`src/rtl/uart_cmd_engine.sv`:
```
// Command engine: pops RX FIFO bytes, parses 'W'/'R' register frames, drives the register bus
// and pushes one response byte per frame. Define CMD_CHECKSUM_EN for a trailing XOR check byte.
module uart_cmd_engine #(
    parameter int ADDR_WIDTH     = 8,
    parameter int READ_LATENCY   = 1,
    parameter int TIMEOUT_CYCLES = 270000
) (
    input  logic                  clock,
    input  logic                  reset,
    input  logic                  rx_fifo_empty,
    input  logic [7:0]            rx_fifo_data_out,
    output logic                  rx_fifo_read_en,
    input  logic                  tx_fifo_full,
    output logic [7:0]            tx_fifo_data_in,
    output logic                  tx_fifo_write_en,
    output logic [ADDR_WIDTH-1:0] reg_addr,
    output logic [7:0]            reg_wdata,
    output logic                  reg_we,
    output logic                  reg_re,
    input  logic [7:0]            reg_rdata,
    output logic                  busy,
    output logic [7:0]            err_count
);

    localparam int TMO_W = $clog2(TIMEOUT_CYCLES + 1);
    localparam logic [TMO_W-1:0] TMO_LAST = TMO_W'(TIMEOUT_CYCLES - 1);
    localparam logic [1:0] WAIT_LAST = 2'(READ_LATENCY - 1);

    localparam logic [7:0] CMD_WR = 8'h57;
    localparam logic [7:0] CMD_RD = 8'h52;
    localparam logic [7:0] RSP_OK = 8'h4B;
    localparam logic [7:0] RSP_E  = 8'h45;
    localparam logic [7:0] RSP_T  = 8'h54;

    typedef enum logic [2:0] {
        S_IDLE,
        S_GET_ADDR,
        S_GET_DATA,
`ifdef CMD_CHECKSUM_EN
        S_GET_CSUM,
`endif
        S_EXEC_WR,
        S_EXEC_RD,
        S_WAIT_RD,
        S_RESP
    } state_t;

    state_t                state_q, state_d;
    logic [TMO_W-1:0]      tmo_q, tmo_d;
    logic [ADDR_WIDTH-1:0] addr_q, addr_d;
    logic [7:0]            wdata_q, wdata_d;
    logic [7:0]            resp_q, resp_d;
    logic                  resp_err_q, resp_err_d;
    logic                  is_wr_q, is_wr_d;
    logic [1:0]            wait_q, wait_d;
    logic [7:0]            err_q, err_d;
    logic                  pop_q;
`ifdef CMD_CHECKSUM_EN
    logic [7:0]            csum_q, csum_d;
`endif

    logic rx_phase;
    logic get_phase;
    logic pop;
    logic push;
    logic tmo_expired;

    always_comb begin
        // NOTE: every comb output gets a default first so no path can infer a latch.
        state_d    = state_q;
        addr_d     = addr_q;
        wdata_d    = wdata_q;
        resp_d     = resp_q;
        resp_err_d = resp_err_q;
        is_wr_d    = is_wr_q;
        wait_d     = wait_q;
        err_d      = err_q;
`ifdef CMD_CHECKSUM_EN
        csum_d     = csum_q;
`endif

        rx_phase = (state_q == S_IDLE) || (state_q == S_GET_ADDR) || (state_q == S_GET_DATA)
`ifdef CMD_CHECKSUM_EN
                   || (state_q == S_GET_CSUM)
`endif
                   ;
        get_phase   = rx_phase && (state_q != S_IDLE);
        // FIFO flags lag a pop by one clock, so never pop on consecutive cycles.
        pop         = rx_phase && !rx_fifo_empty && !pop_q;
        push        = (state_q == S_RESP) && !tx_fifo_full;
        tmo_expired = get_phase && (tmo_q == TMO_LAST);
        tmo_d       = (pop || !get_phase) ? '0 : tmo_q + 1'b1;

        case (state_q)
            S_IDLE: begin
                if (pop) begin
`ifdef CMD_CHECKSUM_EN
                    csum_d = rx_fifo_data_out;
`endif
                    if (rx_fifo_data_out == CMD_WR || rx_fifo_data_out == CMD_RD) begin
                        is_wr_d = (rx_fifo_data_out == CMD_WR);
                        state_d = S_GET_ADDR;
                    end else begin
                        resp_d     = RSP_E;
                        resp_err_d = 1'b1;
                        state_d    = S_RESP;
                    end
                end
            end
            S_GET_ADDR: begin
                if (pop) begin
                    addr_d = ADDR_WIDTH'(rx_fifo_data_out);
`ifdef CMD_CHECKSUM_EN
                    csum_d  = csum_q ^ rx_fifo_data_out;
                    state_d = is_wr_q ? S_GET_DATA : S_GET_CSUM;
`else
                    state_d = is_wr_q ? S_GET_DATA : S_EXEC_RD;
`endif
                end
            end
            S_GET_DATA: begin
                if (pop) begin
                    wdata_d = rx_fifo_data_out;
`ifdef CMD_CHECKSUM_EN
                    csum_d  = csum_q ^ rx_fifo_data_out;
                    state_d = S_GET_CSUM;
`else
                    state_d = S_EXEC_WR;
`endif
                end
            end
`ifdef CMD_CHECKSUM_EN
            S_GET_CSUM: begin
                if (pop) begin
                    if (rx_fifo_data_out == csum_q) begin
                        state_d = is_wr_q ? S_EXEC_WR : S_EXEC_RD;
                    end else begin
                        resp_d     = 8'h43;
                        resp_err_d = 1'b1;
                        state_d    = S_RESP;
                    end
                end
            end
`endif
            S_EXEC_WR: begin
                resp_d     = RSP_OK;
                resp_err_d = 1'b0;
                state_d    = S_RESP;
            end
            S_EXEC_RD: begin
                wait_d  = '0;
                state_d = S_WAIT_RD;
            end
            S_WAIT_RD: begin
                if (wait_q == WAIT_LAST) begin
                    resp_d     = reg_rdata;
                    resp_err_d = 1'b0;
                    state_d    = S_RESP;
                end else begin
                    wait_d = wait_q + 1'b1;
                end
            end
            S_RESP: begin
                if (push) begin
                    state_d = S_IDLE;
                    if (resp_err_q && err_q != 8'hFF) err_d = err_q + 1'b1;
                end
            end
            default: state_d = S_IDLE;
        endcase

        // A pop in the expiry cycle is handled above and takes priority.
        if (tmo_expired && !pop) begin
            resp_d     = RSP_T;
            resp_err_d = 1'b1;
            state_d    = S_RESP;
        end

        rx_fifo_read_en  = pop;
        tx_fifo_write_en = push;
        tx_fifo_data_in  = resp_q;
        reg_we           = (state_q == S_EXEC_WR);
        reg_re           = (state_q == S_EXEC_RD);
        reg_addr         = addr_q;
        reg_wdata        = wdata_q;
        busy             = (state_q != S_IDLE);
        err_count        = err_q;
    end

    // NOTE: sequential state uses non-blocking assignments only.
    always_ff @(posedge clock) begin
        if (reset) begin
            state_q    <= S_IDLE;
            tmo_q      <= '0;
            addr_q     <= '0;
            wdata_q    <= '0;
            resp_q     <= '0;
            resp_err_q <= 1'b0;
            is_wr_q    <= 1'b0;
            wait_q     <= '0;
            err_q      <= '0;
            pop_q      <= 1'b0;
`ifdef CMD_CHECKSUM_EN
            csum_q     <= '0;
`endif
        end else begin
            state_q    <= state_d;
            tmo_q      <= tmo_d;
            addr_q     <= addr_d;
            wdata_q    <= wdata_d;
            resp_q     <= resp_d;
            resp_err_q <= resp_err_d;
            is_wr_q    <= is_wr_d;
            wait_q     <= wait_d;
            err_q      <= err_d;
            pop_q      <= pop;
`ifdef CMD_CHECKSUM_EN
            csum_q     <= csum_d;
`endif
        end
    end

endmodule

```
`config.mk`:
```
export PLATFORM = sky130hd
export DESIGN_NAME = uart_cmd_engine
export DESIGN_NICKNAME = d
export VERILOG_FILES = /design/src/rtl/uart_cmd_engine.sv
export SDC_FILE = /design/constraint.sdc
export NUM_CORES = 1
export LEC_CHECK = 0
export ABC_AREA = 1
export BUFFER_PORTS_ARGS = -buffer_cell sky130_fd_sc_hd__clkbuf_2
export CORE_ASPECT_RATIO = 0.8
export CORE_MARGIN = 3
export CORE_UTILIZATION = 55
export DETAILED_ROUTE_END_ITERATION = 16
export GPL_TIMING_DRIVEN = 0
export PLACE_DENSITY_LB_ADDON = 0.1
export SYNTH_ARGS = -nofsm -noshare
export SYNTH_HDL_FRONTEND = slang
export SYNTH_SLANG_ARGS = --single-unit
```
`constraint.sdc`:
```
create_clock -name clock -period 3.1 [get_ports clock]
set_input_delay 0.62 -clock clock [delete_from_list [all_inputs] [get_ports clock]]
set_output_delay 0.62 -clock clock [all_outputs]
set_load 0.05 [all_outputs]
```
### Yosys cells after proc, flatten, opt, wreduce, memory -nomap -nowiden

Cells that the tools add are included.

* reductions and logical operators: 33
* equality and inequality tests: 23
* add/sub/neg operators: 3
* multiplexer cells: 21

Operator list (number)
* 3-bit two-way mux: 8
* 8-bit two-way mux: 3
* 8-bit one-hot mux with 3 select lines: 1
* 3-bit one-hot mux with 7 select lines: 1
* 19-bit by 1-bit adder with 19-bit output, second input constant: 1
* 19-bit equality test, second input constant: 1
* 8-bit by 7-bit equality test with 1-bit output, second input constant: 2
* 3-bit by 2-bit inequality test with 1-bit output, second input constant: 5
* 2-bit inequality test, second input constant: 7
* 5-bit AND reduction: 2
* 3-bit equality test, second input constant: 3
* 8-bit by 1-bit adder with 8-bit output, second input constant: 1
* 8-bit inequality test, second input constant: 1
* 4-bit AND reduction: 2
* 1-bit logical AND: 7
* 7-bit two-way mux: 1
* 3-bit by 2-bit equality test with 1-bit output, second input constant: 2
* 2-bit AND reduction: 3
* 3-bit AND reduction: 2
* 3-bit nonzero test: 2
* 1-bit logical NOT: 5
* 1-bit logical OR: 4
* 1-bit two-way mux: 4
* 2-bit one-hot mux with 2 select lines: 1
* other kinds (10): 11

* bits of input ports: 20
* output and inout bits: 37
* flip-flop bits (word level): 59
* logic and storage cells: 92

### Depth between registers and ports, before layout

* depth in word-level cells: 9
* gate-level depth with buffers: 11
* mapped depth without buffers: 10

### Least setup slack after synthesis

Ideal clock, no wire load.

* path type: input to output
* start: in rx_fifo_empty
* end: out rx_fifo_read_en
* stages: 4
* slack: 1.098 ns
* arrival time: 1.382 ns
* cell sequence: nor2_2 > inv_1 > nor2_1 > buf_2

* longest elaborated chain between the ends: 3

RTL lines
* start, declared: line 10 `input logic rx_fifo_empty,`
* 1-bit logical NOT: line 89 `pop = rx_phase && !rx_fifo_empty && !pop_q;`
* 1-bit logical AND (2 in a row): line 89
* end, declared: line 12 `output logic rx_fifo_read_en,`

No other way between the ends.

### Worst setup path after layout

Same ends and word-level chain as after synthesis.

==> out/metrics.csv <==
stage;metric;value;unit
setup_path;critPathKind;in -> out;
synth;yosys_most_used_dff;dfxtp_1;
synth;syn_nets;441;
synth;synth_area;2989;um2
place;place_inst;536;
setup_path;cpPeakStageDelay;310;ps
setup_path;worstReg2RegStart;tmo_q[0];
die;chipWidth;88.42;um
sta;post-route-period-util;79.09;%
clock_tree;clkSinkCount;59;
synth;yosysSeqAreaShare;39.51;%
pwr;swShare;38.35;%
setup_path;crit_path_start_kind;input port;
die;dieArea;6361;um2
place;place_congestion;0.8982;
sta;fmax;0.4079;GHz
routing;post_drt_wl_per_cell;12.22;um
clock_tree;cts.clk_slew.worst_paths;70;ps
routing;ant_nets;0;
synth;synth_cells;418;
setup_path;path_cells;clkbuf_2 > nor2_2 > inv_1 > nor2_1 > buf_2 > clkbuf_2;
clock_tree;cts_hold_buf;0;
die;start_util;58.35;%
die;rows;23;
pwr;clkPwrFrac;31.5;%
pwr;combPwrFrac;35.6;%
routing;drc_errors;0;
die;core-area;5122;um2
setup_path;path_buf_inv;4;
sta;tns;0;ps
synth;synth_edf_count;0;
clock_tree;post_cts_resized;0;
sta;hold_violations;0;
cells_and_area;instances_no_fill;552;
routing;via_count;2841;
setup_path;rr_endpoint;tmo_q[14];
setup_path;reg2reg_depth;8;
worst_hold_path;worstHoldPathCells;2;
setup_path;slowest_stage;clkbuf_2;
global_routing;grt_pass1_vias;2520;
sta;clock_skew;5.153;ps
cells_and_area;drive_above_1_share;23.47;%
setup_path;critical_path.endpoint_type;output pin;
cells_and_area;fillerInstances;443;
cells_and_area;antennaDiodeCount;0;
sta;fin_crit;2452;ps
clock_tree;post_cts_buffers;0;
pwr;max-vdd-ir-drop;0.6302;mV
clock_tree;clkLatencyLatePin;340;ps
die;die_h;71.94;um
place;dp_hpwl;5078;um
sta;worst_slew_pin_slew;635.7;ps
global_routing;grt_overflow;0;
routing;drt_iter0_markers;164;
setup_path;startpoint;rx_fifo_empty;
cells_and_area;nets;508;
cells_and_area;areaGrowthSynthToFinish;20.05;%
sta;finalMaxSlewViolations;0;
sta;final-setup-viol-count;0;
synth;syn_area_per_cell;7.151;um2
setup_path;cp.arrival;1830;ps
place;port-buffer-count;56;
outcome;outcome;finished, final reports clean;
worst_hold_path;hold_end;reg_wdata[5];
worst_hold_path;hp-class;reg -> reg;
clock_tree;cts_made_buffers;9;
routing;firstDrtPassIters;5;
clock_tree;cts_buffer_depth;2;
synth;async_flop_share;0;%
setup_path;path_max_fanout;10;
setup_path;cp_common_cell;clkbuf_2;
global_routing;antenna_found_initial;0;
global_routing;grt_pass1_wl;11150;um
global_routing;grt_max_degree;11;
setup_path;crit_required;2480;ps
synth;ys_types;34;
pwr;p_per_area;752.9;nW/um2
worst_hold_path;hp-start;reg_wdata[5];
pwr;cellLeakagePower;1.486;nW
sta;relSlewSlack;57.62;%
sta;rsz0062_at_grt;false;
setup_path;path_delay_family;buffers and inverters;
job;max-cap-violations;0;
die;ios;57;
clock_tree;clockRootBuffer;clkbuf_8;
clock_tree;cts_tree;yes;
pwr;internal_power;0.001666;W
global_routing;grt_usage;22.50;%
setup_path;r2r_slack;1270;ps
clock_tree;ctsHtreeMaxLevel;3;
pwr;seq_power_share;32.9;%
routing;via_per_inst;5.147;
synth;ys_ff_latch;59;
routing;wirelength;6743;um
synth;ys_warn_count;0;
pwr;p_switching;0.001036;W
==> state kept, by name (all words and copies together) (netlist names), 2 cells and up <==
signal,flops
err_count,8
reg_addr,8
reg_wdata,8
state_q,3
tmo_q,19
tx_fifo_data_in,8
wait_q,2
==> cell usage in the layout (no fill, tap or decap), types with 2 or more instances in the layout <==
cell type and instances:
a21oi_2 2, xor2_1 2, nor2_1 41, bufinv_16 3, nand3_1 24, buf_6 3
clkbuf_1 3, o2111ai_1 2, inv_2 7, dfxtp_1 59, ha_1 3, nand3_4 3
o21ai_0 20, nand3_2 3, xnor2_1 4, clkbuf_8 10, clkinv_2 3, nor2_4 4
nand3b_1 4, nor3_1 9, inv_1 48, clkbuf_2 56, nand4_1 7, nand2_4 2
nor2_8 2, nor3_2 2, nor2_2 4, buf_2 3, a21oi_1 48, nand2_1 97
nand2_2 6
==> worst register-to-register path, stage by stage, from the launching register on <==
cell and delay, ps:
dfxtp_1 410, ha_1 260, nand3_1 190, inv_1 150, nand2_1 120, nor2_2 250
nand2_1 110, o21ai_0 160, a21oi_1 80
==> through the flow <==
stage	hold WS, ps	setup WS, ps	instance area, um2	total power (W)	util, %
after floorplan	441.2	1098	2989	0.001673	-
after detailed placement	434.9	666.3	3347	0.001861	65.34
final	443.9	648.3	3588	0.002702	70.05
after global routing	473.6	585.8	3588	0.002849	70.05
after CTS	445.3	655.2	3588	0.002719	70.05
after global placement	429.1	675.3	3347	0.001847	65.34
==> area by class of cell <==
class                      count  area [um2]  share of cell area, %
buffer                         8       56.30                  1.569
clock buffer                  11       141.4                  3.940
clock inverter                 5       100.1                  2.789
inverter                      56       211.5                  5.893
multi-input combinational    295        1540                  42.92
sequential                    59        1181                  32.91
tap                           62       77.57                  2.162
timing repair buffer          56       280.3                  7.810
==> layer usage <==
layer	GRT usage [%]	wire (um)	up-vias
met1	31.46	3374	1255
met3	6.697	462	13
li1	-	-	1485
met2	32.61	2771	88
met5	0	0	-
met4	8.893	134	0
==> cell families after synthesis <==
| group | count (synthesis) | synth area share (%) |
|---|---|---|
| buffers and inverters | 64 | 8.957 |
| AO/OA/AOI/OAI | 75 | 13.19 |
| adder cells (fa/ha/maj) | 3 | 1.256 |
| AND/OR/NAND/NOR | 211 | 35.33 |
| flip-flops | 59 | 39.51 |
| XOR/XNOR | 6 | 1.758 |
==> power groups by stage <==
stage	combinational, W	clock, W	sequential (W)
floorplan	0.000616	0	0.00106
global placement	0.000945	0	0.000902
detailed placement	0.000956	0	0.000905
CTS	0.000964	0.000866	0.000889
global route	0.00105	0.000903	0.000896
finish	0.000963	0.000850	0.000889
==> cells in the mapped netlist (2+ instances only) <==
master | count | share of area (%)
nand2_1 | 97 | 12
dfxtp_1 | 59 | 40
a21oi_1 | 48 | 8.0
inv_1 | 48 | 6.0
nor2_1 | 41 | 5.1
nand3_1 | 24 | 4.0
o21ai_0 | 20 | 3.3
nor3_1 | 9 | 1.5
inv_2 | 7 | 0.88
nand4_1 | 7 | 1.5
nand2_2 | 6 | 1.3
nand3b_1 | 4 | 1.0
nor2_2 | 4 | 0.84
nor2_4 | 4 | 1.5
xnor2_1 | 4 | 1.2
buf_2 | 3 | 0.50
buf_6 | 3 | 1.1
ha_1 | 3 | 1.3
nand3_2 | 3 | 1.0
nand3_4 | 3 | 1.8
a21oi_2 | 2 | 0.59
clkbuf_1 | 2 | 0.25
nand2_4 | 2 | 0.75
nor2_8 | 2 | 1.3
nor3_2 | 2 | 0.67
o2111ai_1 | 2 | 0.59
xor2_1 | 2 | 0.59
==> worst max-delay path by stage <==
stage                           end  depth (start not counted)
global placement    rx_fifo_read_en                          6
global route        rx_fifo_read_en                          6
detailed placement  rx_fifo_read_en                          6
finish              rx_fifo_read_en                          6
CTS                 rx_fifo_read_en                          6
floorplan           rx_fifo_read_en                          4
Power figures use the tool's default switching activity.
